<file path="src/rtl/ifu_pkg.sv">
// Shared types and constants for the instruction fetch unit.
// Optional perf counters in ifu_fetch are enabled by defining IFU_PERF_CNT_EN.
package ifu_pkg;

    localparam int XLEN = 32;
    localparam logic [XLEN-1:0] DEFAULT_RESET_PC = 32'h8000_0000;
    localparam logic [XLEN-1:0] NOP = 32'h0000_0013;

    typedef struct packed {
        logic [XLEN-1:0] pc;
        logic [XLEN-1:0] inst;
        logic            fault;
    } fetch_entry_t;

    // Instruction addresses must be word aligned on this port.
    function automatic logic is_misaligned(input logic [XLEN-1:0] addr);
        return addr[1:0] != 2'b00;
    endfunction

endpackage

</file>
<file path="src/rtl/ifu_fifo.sv">
// Small synchronous FIFO of fetch entries; flush wins over push and pop.
module ifu_fifo
    import ifu_pkg::*;
#(
    parameter int DEPTH = 2,
    localparam int PW = $clog2(DEPTH),
    localparam int CW = PW + 1
) (
    input  logic         clk,
    input  logic         rst,
    input  logic         push_i,
    input  logic         pop_i,
    input  logic         flush_i,
    input  fetch_entry_t din_i,
    output fetch_entry_t head_o,
    output logic [CW-1:0] count_o,
    output logic         full_o,
    output logic         empty_o
);

    fetch_entry_t  mem_q [DEPTH];
    logic [PW-1:0] wr_q, wr_d;
    logic [PW-1:0] rd_q, rd_d;
    logic [CW-1:0] cnt_q, cnt_d;
    logic          push_ok_s;
    logic          pop_ok_s;

    assign full_o  = (cnt_q == CW'(DEPTH));
    assign empty_o = (cnt_q == '0);
    assign count_o = cnt_q;
    assign head_o  = mem_q[rd_q];

    // A push into a full FIFO is legal only when a pop frees the slot this cycle.
    assign push_ok_s = push_i & ~flush_i & (~full_o | pop_i);
    assign pop_ok_s  = pop_i & ~flush_i & ~empty_o;

    // Pointer and occupancy next-state.
    always_comb begin
        wr_d  = wr_q;
        rd_d  = rd_q;
        cnt_d = cnt_q;
        if (flush_i) begin
            wr_d  = '0;
            rd_d  = '0;
            cnt_d = '0;
        end else begin
            if (push_ok_s) begin
                wr_d = wr_q + PW'(1);
            end else begin
                wr_d = wr_q;
            end
            if (pop_ok_s) begin
                rd_d = rd_q + PW'(1);
            end else begin
                rd_d = rd_q;
            end
            case ({push_ok_s, pop_ok_s})
                2'b10:   cnt_d = cnt_q + CW'(1);
                2'b01:   cnt_d = cnt_q - CW'(1);
                default: cnt_d = cnt_q;
            endcase
        end
    end

    // Pointer and occupancy registers.
    always_ff @(posedge clk) begin
        if (rst) begin
            wr_q  <= '0;
            rd_q  <= '0;
            cnt_q <= '0;
        end else begin
            wr_q  <= wr_d;
            rd_q  <= rd_d;
            cnt_q <= cnt_d;
        end
    end

    // Entry storage; contents are meaningless until the matching count covers them.
    always_ff @(posedge clk) begin
        if (push_ok_s) begin
            mem_q[wr_q] <= din_i;
        end
    end

endmodule

</file>
<file path="src/rtl/ifu_fetch.sv">
// Instruction fetch unit: PC, one aligned read per cycle, fetch buffer, redirect/flush.
// Define IFU_PERF_CNT_EN to add perf_fetch_cnt / perf_stall_cnt outputs.
module ifu_fetch
    import ifu_pkg::*;
#(
    parameter logic [31:0] RESET_PC   = DEFAULT_RESET_PC,
    parameter int          FIFO_DEPTH = 2,
    parameter int          CNT_W      = 64
) (
    input  logic        clk,
    input  logic        rst,
    input  logic        redirect_valid,
    input  logic [31:0] redirect_pc,
    output logic        imem_en,
    output logic        imem_wr,
    output logic [31:0] imem_addr,
    output logic [31:0] imem_wdata,
    output logic [3:0]  imem_wstrb,
    input  logic [31:0] imem_rdata,
    output logic        out_valid,
    input  logic        out_ready,
    output logic [31:0] out_pc,
    output logic [31:0] out_inst,
    output logic        out_fault
`ifdef IFU_PERF_CNT_EN
    ,
    output logic [CNT_W-1:0] perf_fetch_cnt,
    output logic [CNT_W-1:0] perf_stall_cnt
`endif
);

    localparam int CW = $clog2(FIFO_DEPTH) + 1;

    logic [31:0]   pc_q, pc_d;
    logic          halted_q, halted_d;
    logic          live_s;
    logic          pop_s;
    logic          can_push_s;
    logic          fetch_ok_s;
    logic          aligned_s;
    logic          push_s;
    logic          flush_s;
    fetch_entry_t  push_entry_s;
    fetch_entry_t  head_s;
    logic [CW-1:0] fifo_count_s;
    logic          fifo_full_s;
    logic          fifo_empty_s;

    assign imem_wr    = 1'b0;
    assign imem_wdata = 32'h0000_0000;
    assign imem_wstrb = 4'b0000;
    assign imem_addr  = pc_q;
    assign out_pc     = head_s.pc;
    assign out_inst   = head_s.inst;
    assign out_fault  = head_s.fault;

    // Issue and handshake logic; redirect and reset suppress both sides of the port.
    always_comb begin
        live_s     = ~rst & ~redirect_valid;
        out_valid  = live_s & ~fifo_empty_s;
        pop_s      = out_valid & out_ready;
        can_push_s = (fifo_count_s < CW'(FIFO_DEPTH)) | pop_s;
        fetch_ok_s = live_s & ~halted_q & can_push_s;
        aligned_s  = ~is_misaligned(pc_q);
        imem_en    = fetch_ok_s & aligned_s;
        push_s     = fetch_ok_s & (~fifo_full_s | pop_s);
        flush_s    = rst | redirect_valid;
        if (aligned_s) begin
            push_entry_s = '{pc: pc_q, inst: imem_rdata, fault: 1'b0};
        end else begin
            push_entry_s = '{pc: pc_q, inst: 32'h0000_0000, fault: 1'b1};
        end
    end

    // PC / halt next-state: a misaligned PC records one fault entry and then parks.
    always_comb begin
        pc_d     = pc_q;
        halted_d = halted_q;
        if (redirect_valid) begin
            pc_d     = redirect_pc;
            halted_d = 1'b0;
        end else if (fetch_ok_s) begin
            if (aligned_s) begin
                pc_d = pc_q + 32'd4;
            end else begin
                halted_d = 1'b1;
            end
        end else begin
            pc_d     = pc_q;
            halted_d = halted_q;
        end
    end

    // PC and halt registers.
    always_ff @(posedge clk) begin
        if (rst) begin
            pc_q     <= RESET_PC;
            halted_q <= 1'b0;
        end else begin
            pc_q     <= pc_d;
            halted_q <= halted_d;
        end
    end

    ifu_fifo #(
        .DEPTH (FIFO_DEPTH)
    ) u_fifo (
        .clk     (clk),
        .rst     (rst),
        .push_i  (push_s),
        .pop_i   (pop_s),
        .flush_i (flush_s),
        .din_i   (push_entry_s),
        .head_o  (head_s),
        .count_o (fifo_count_s),
        .full_o  (fifo_full_s),
        .empty_o (fifo_empty_s)
    );

`ifdef IFU_PERF_CNT_EN
    logic [CNT_W-1:0] fetch_cnt_q;
    logic [CNT_W-1:0] stall_cnt_q;
    logic             stall_s;

    assign stall_s        = live_s & ~halted_q & ~can_push_s;
    assign perf_fetch_cnt = fetch_cnt_q;
    assign perf_stall_cnt = stall_cnt_q;

    // Free-running perf counters; only reset clears them.
    always_ff @(posedge clk) begin
        if (rst) begin
            fetch_cnt_q <= '0;
            stall_cnt_q <= '0;
        end else begin
            if (imem_en) begin
                fetch_cnt_q <= fetch_cnt_q + CNT_W'(1);
            end
            if (stall_s) begin
                stall_cnt_q <= stall_cnt_q + CNT_W'(1);
            end
        end
    end
`endif

endmodule

</file>
<file path="config.mk">
export PLATFORM = sky130hd
export DESIGN_NAME = ifu_fetch
export DESIGN_NICKNAME = d
export VERILOG_FILES = /design/src/rtl/ifu_pkg.sv /design/src/rtl/ifu_fifo.sv /design/src/rtl/ifu_fetch.sv
export SDC_FILE = /design/constraint.sdc
export NUM_CORES = 1
export LEC_CHECK = 0
export CAP_MARGIN = 5
export CORE_AREA = 2 2 133 135
export CTS_CLUSTER_DIAMETER = 100
export DETAILED_ROUTE_END_ITERATION = 8
export DIE_AREA = 0 0 135 137
export PLACE_DENSITY_LB_ADDON = 0.2
export REMOVE_ABC_BUFFERS = 1
export SYNTH_ARGS = -nofsm -noshare
export SYNTH_HDL_FRONTEND = slang
export SYNTH_SLANG_ARGS = --single-unit
</file>
<file path="constraint.sdc">
create_clock -name clk -period 6.7 [get_ports clk]
set_input_delay 2.01 -clock clk [delete_from_list [all_inputs] [get_ports clk]]
set_output_delay 2.01 -clock clk [all_outputs]
set_load 0.02 [all_outputs]
</file>
==> out/metrics.cfg <==
[outcome]
outcome=finished, final reports clean

[floorplan]
die_y_um=137
start_util_pct=44.4
boundaryPins=204
die_area_um2=18500
row_count=48
core_um2=17100
die_w_um=135

[placement]
numPortBuffers=166
place_inst=913
postPlaceCellArea_um2=9100
hpwlAfterDp_um=11100
gp_congestion=0.807

[detailed_routing]
finalWirelength_um=16800
first_iter_violations=300
drc_errors=0
drtPass1Iterations=4
viasPerCell=5.06
ant_nets=0
vias=4780
wl_per_cell_um=17.8

[timing]
rsz0062_at_grt=false
slew_headroom_pct=33.6
fin_skew_ns=0.0137
maxSlewViolCount=0
period_minus_slack_ns=6.06
timing.fmax_mhz=165
worstMarginPinSlew_ns=0.993
fin_setup_tns_ns=0
setup_violations=0
finalHoldViolations=0
period_share_pct=90.4

[critical_path]
r2r_cells=4
crit_path_max_fanout=11
worstSetupPathType=in2out
critical_path.cell_chain=clkdlybuf4s50_1, nor3_4, nand3_2, inv_1, clkdlybuf4s50_1
r2r_end=u_fifo.mem_q[0][43]$_DFFE_PP_
critPathArrivalTime_ns=4.05
rrSetupSlack_ns=4.34
cp_common_cell=clkdlybuf4s50_1
slowest_stage=clkdlybuf4s50_1
startpoint_type=input port
crit_buf_inv=3
critPathCaptureType=output pin
crit_required_ns=4.69
cp_top_family=buffers and inverters
cpPeakStageDelay_ns=0.69
r2r_start=halted_q$_SDFFE_PP0P_

[global_route]
track_usage_pct=18.0
use_met1_pct=23.7
busiest_layer=met2
grt_max_degree=66
grt_use_met2_pct=29.0
grt_pass1_wl_um=25300
use_met3_pct=4.78
antenna_found_initial=0
grt_overflow=0
grt_pass1_vias=4757

[clock_network]
cts_buffers=17
clk_pin_slew_ns=0.07
cts_buffer_depth=2
cts.htree.levels=4
cts_root_buf=clkbuf_16
clock_latency_ns=0.43
ctsResizeCount=0
cts_setup_buffers=0
clkSinkCount=168
cts_tree=done
cts_hold_buf=0

[finish]
post-route-util_pct=56.7
nFillCells=1420
num_antenna_cells=0
postLayoutCellArea_um2=9670
drive_gt1_share_pct=16.3
stdcell_count=945
register_area_um2=4670
nets=777
multi_input_area_um2=2390
area_growth_pct=27.5

[synthesis]
syn-cell-area_um2=7580
synth_cell_types=51
yosys_warnings=0
synth_edf_count=130
synth-async-reset-ratio_pct=0
synthFlopType=edfxtp_1
synth_top_area_share_pct=51.5
synth.area.top_cells=edfxtp_1, dfxtp_1, mux2_2
synth_area_per_cell_um2=13.2
synth_area_leader_cell=edfxtp_1
synthCells=574
synth-seq-area-share_pct=61.5
ys_ff_latch=168

[hold_path]
hold_path.class=reg2reg
worstHoldStart=u_fifo.rd_q$_SDFFE_PP0P_
hold_path_depth=2

[pwr]
power_uw=2430
irDropWorstVdd_mv=0.177
powerDensity_nw_per_um2=251
p_leak_uw=0.00333

[flow_run]
max_cap_viol_count=0

-- logic make-up (layout without fill, tap and decap cells) --
kind of cell | Yosys count | after routing | share of synthesized area [%]
other | 1 | 37 | 0.0495
DFF | 168 | 168 | 61.5
and+or+nand+nor | 151 | 151 | 11.6
muxes | 70 | 70 | 10.3
buffers and inverters | 104 | 214 | 8.95
adders and majority gates | 2 | 2 | 0.330
AOI/OAI and AO/OA | 60 | 60 | 5.12
xor gates and xnor gates | 18 | 18 | 2.08
-- stage by stage --
step	hold slack, ns	setup slack, ns
2_1_floorplan	0.472	1.15
3_3_place_gp	0.482	0.720
3_5_place_dp	0.513	0.677
4_1_cts	0.534	0.673
5_1_grt	0.547	0.499
6_report	0.531	0.640
-- flip-flops by register name, indices dropped and copies added (netlist names), named ones only --
register	cells
u_fifo.rd_q	1
u_fifo.wr_q	1
u_fifo.count_o	2
u_fifo.mem_q	130
imem_addr	32
halted_q	1
-- placed cells by master, fill, tap and decap left out, types with 3 or more instances in the layout --
master and n:
a211oi_1 10, a21oi_1 16, a31oi_1 7, and2_1 41, and3_1 8, and4_1 6, buf_4 6, clkbuf_16 17
clkdlybuf4s50_1 166, clkinvlp_4 4, conb_1 37, dfxtp_1 37, edfxtp_1 130, inv_1 9, inv_6 4, mux2_2 66
mux2i_1 4, nand2_1 18, nand3_1 6, nand4_1 10, nor2_1 33, nor3_1 8, nor4_2 3, o21ai_0 9
o22ai_1 5, xnor2_1 12, xor2_1 6
-- layout make-up --
cell class / count / area share [%]
Clock buffer: 20 / 4.62
Inverter: 9 / 0.350
Sequential cell: 168 / 48.3
Multi-Input combinational cell: 338 / 24.7
Clock inverter: 12 / 1.24
Tap cell: 225 / 2.91
Timing Repair Buffer: 173 / 17.9
-- cell usage after synthesis (3+ instances only) --
cell type	count
a211oi_1	10
a21oi_1	16
a31oi_1	7
and2_1	41
and3_1	8
and4_1	6
buf_4	70
buf_6	3
clkbuf_1	20
dfxtp_1	38
edfxtp_1	130
inv_1	9
mux2_2	66
mux2i_1	4
nand2_1	18
nand3_1	6
nand4_1	10
nor2_1	35
nor3_1	8
nor4_2	3
o21ai_0	9
o22ai_1	5
xnor2_1	12
xor2_1	6
-- per-layer routing --
metal | up-vias | wire (um)
li1 | 2265 | -
met1 | 2312 | 7420
met2 | 186 | 8050
met3 | 17 | 1120
met4 | 0 | 209
met5 | - | 0
-- worst max-delay path by stage --
stage | from | to | slack (ns) | cells after the start
after floorplan | rst | u_fifo.mem_q[0][0]$_DFFE_PP_ | 1.15 | 3
after global placement | redirect_valid | imem_en | 0.72 | 5
after detailed placement | redirect_valid | imem_en | 0.68 | 5
after CTS | redirect_valid | imem_en | 0.67 | 5
after global routing | redirect_valid | imem_en | 0.50 | 5
final | redirect_valid | imem_en | 0.64 | 5
-- power breakdown --
part           switching, uW  internal [uW]  total, uW
clock network            414            528        943
registers               32.6           1170       1200
logic                    149            134        283
-- worst reg2reg max path, stage by stage, from the launching register on --
cell	delay (ns)
dfxtp_1	0.34
nor3_4	0.22
nand2_1	0.22
nor2_4	0.52
buf_4	0.65
Note: power is estimated with default switching activity, not from simulation.
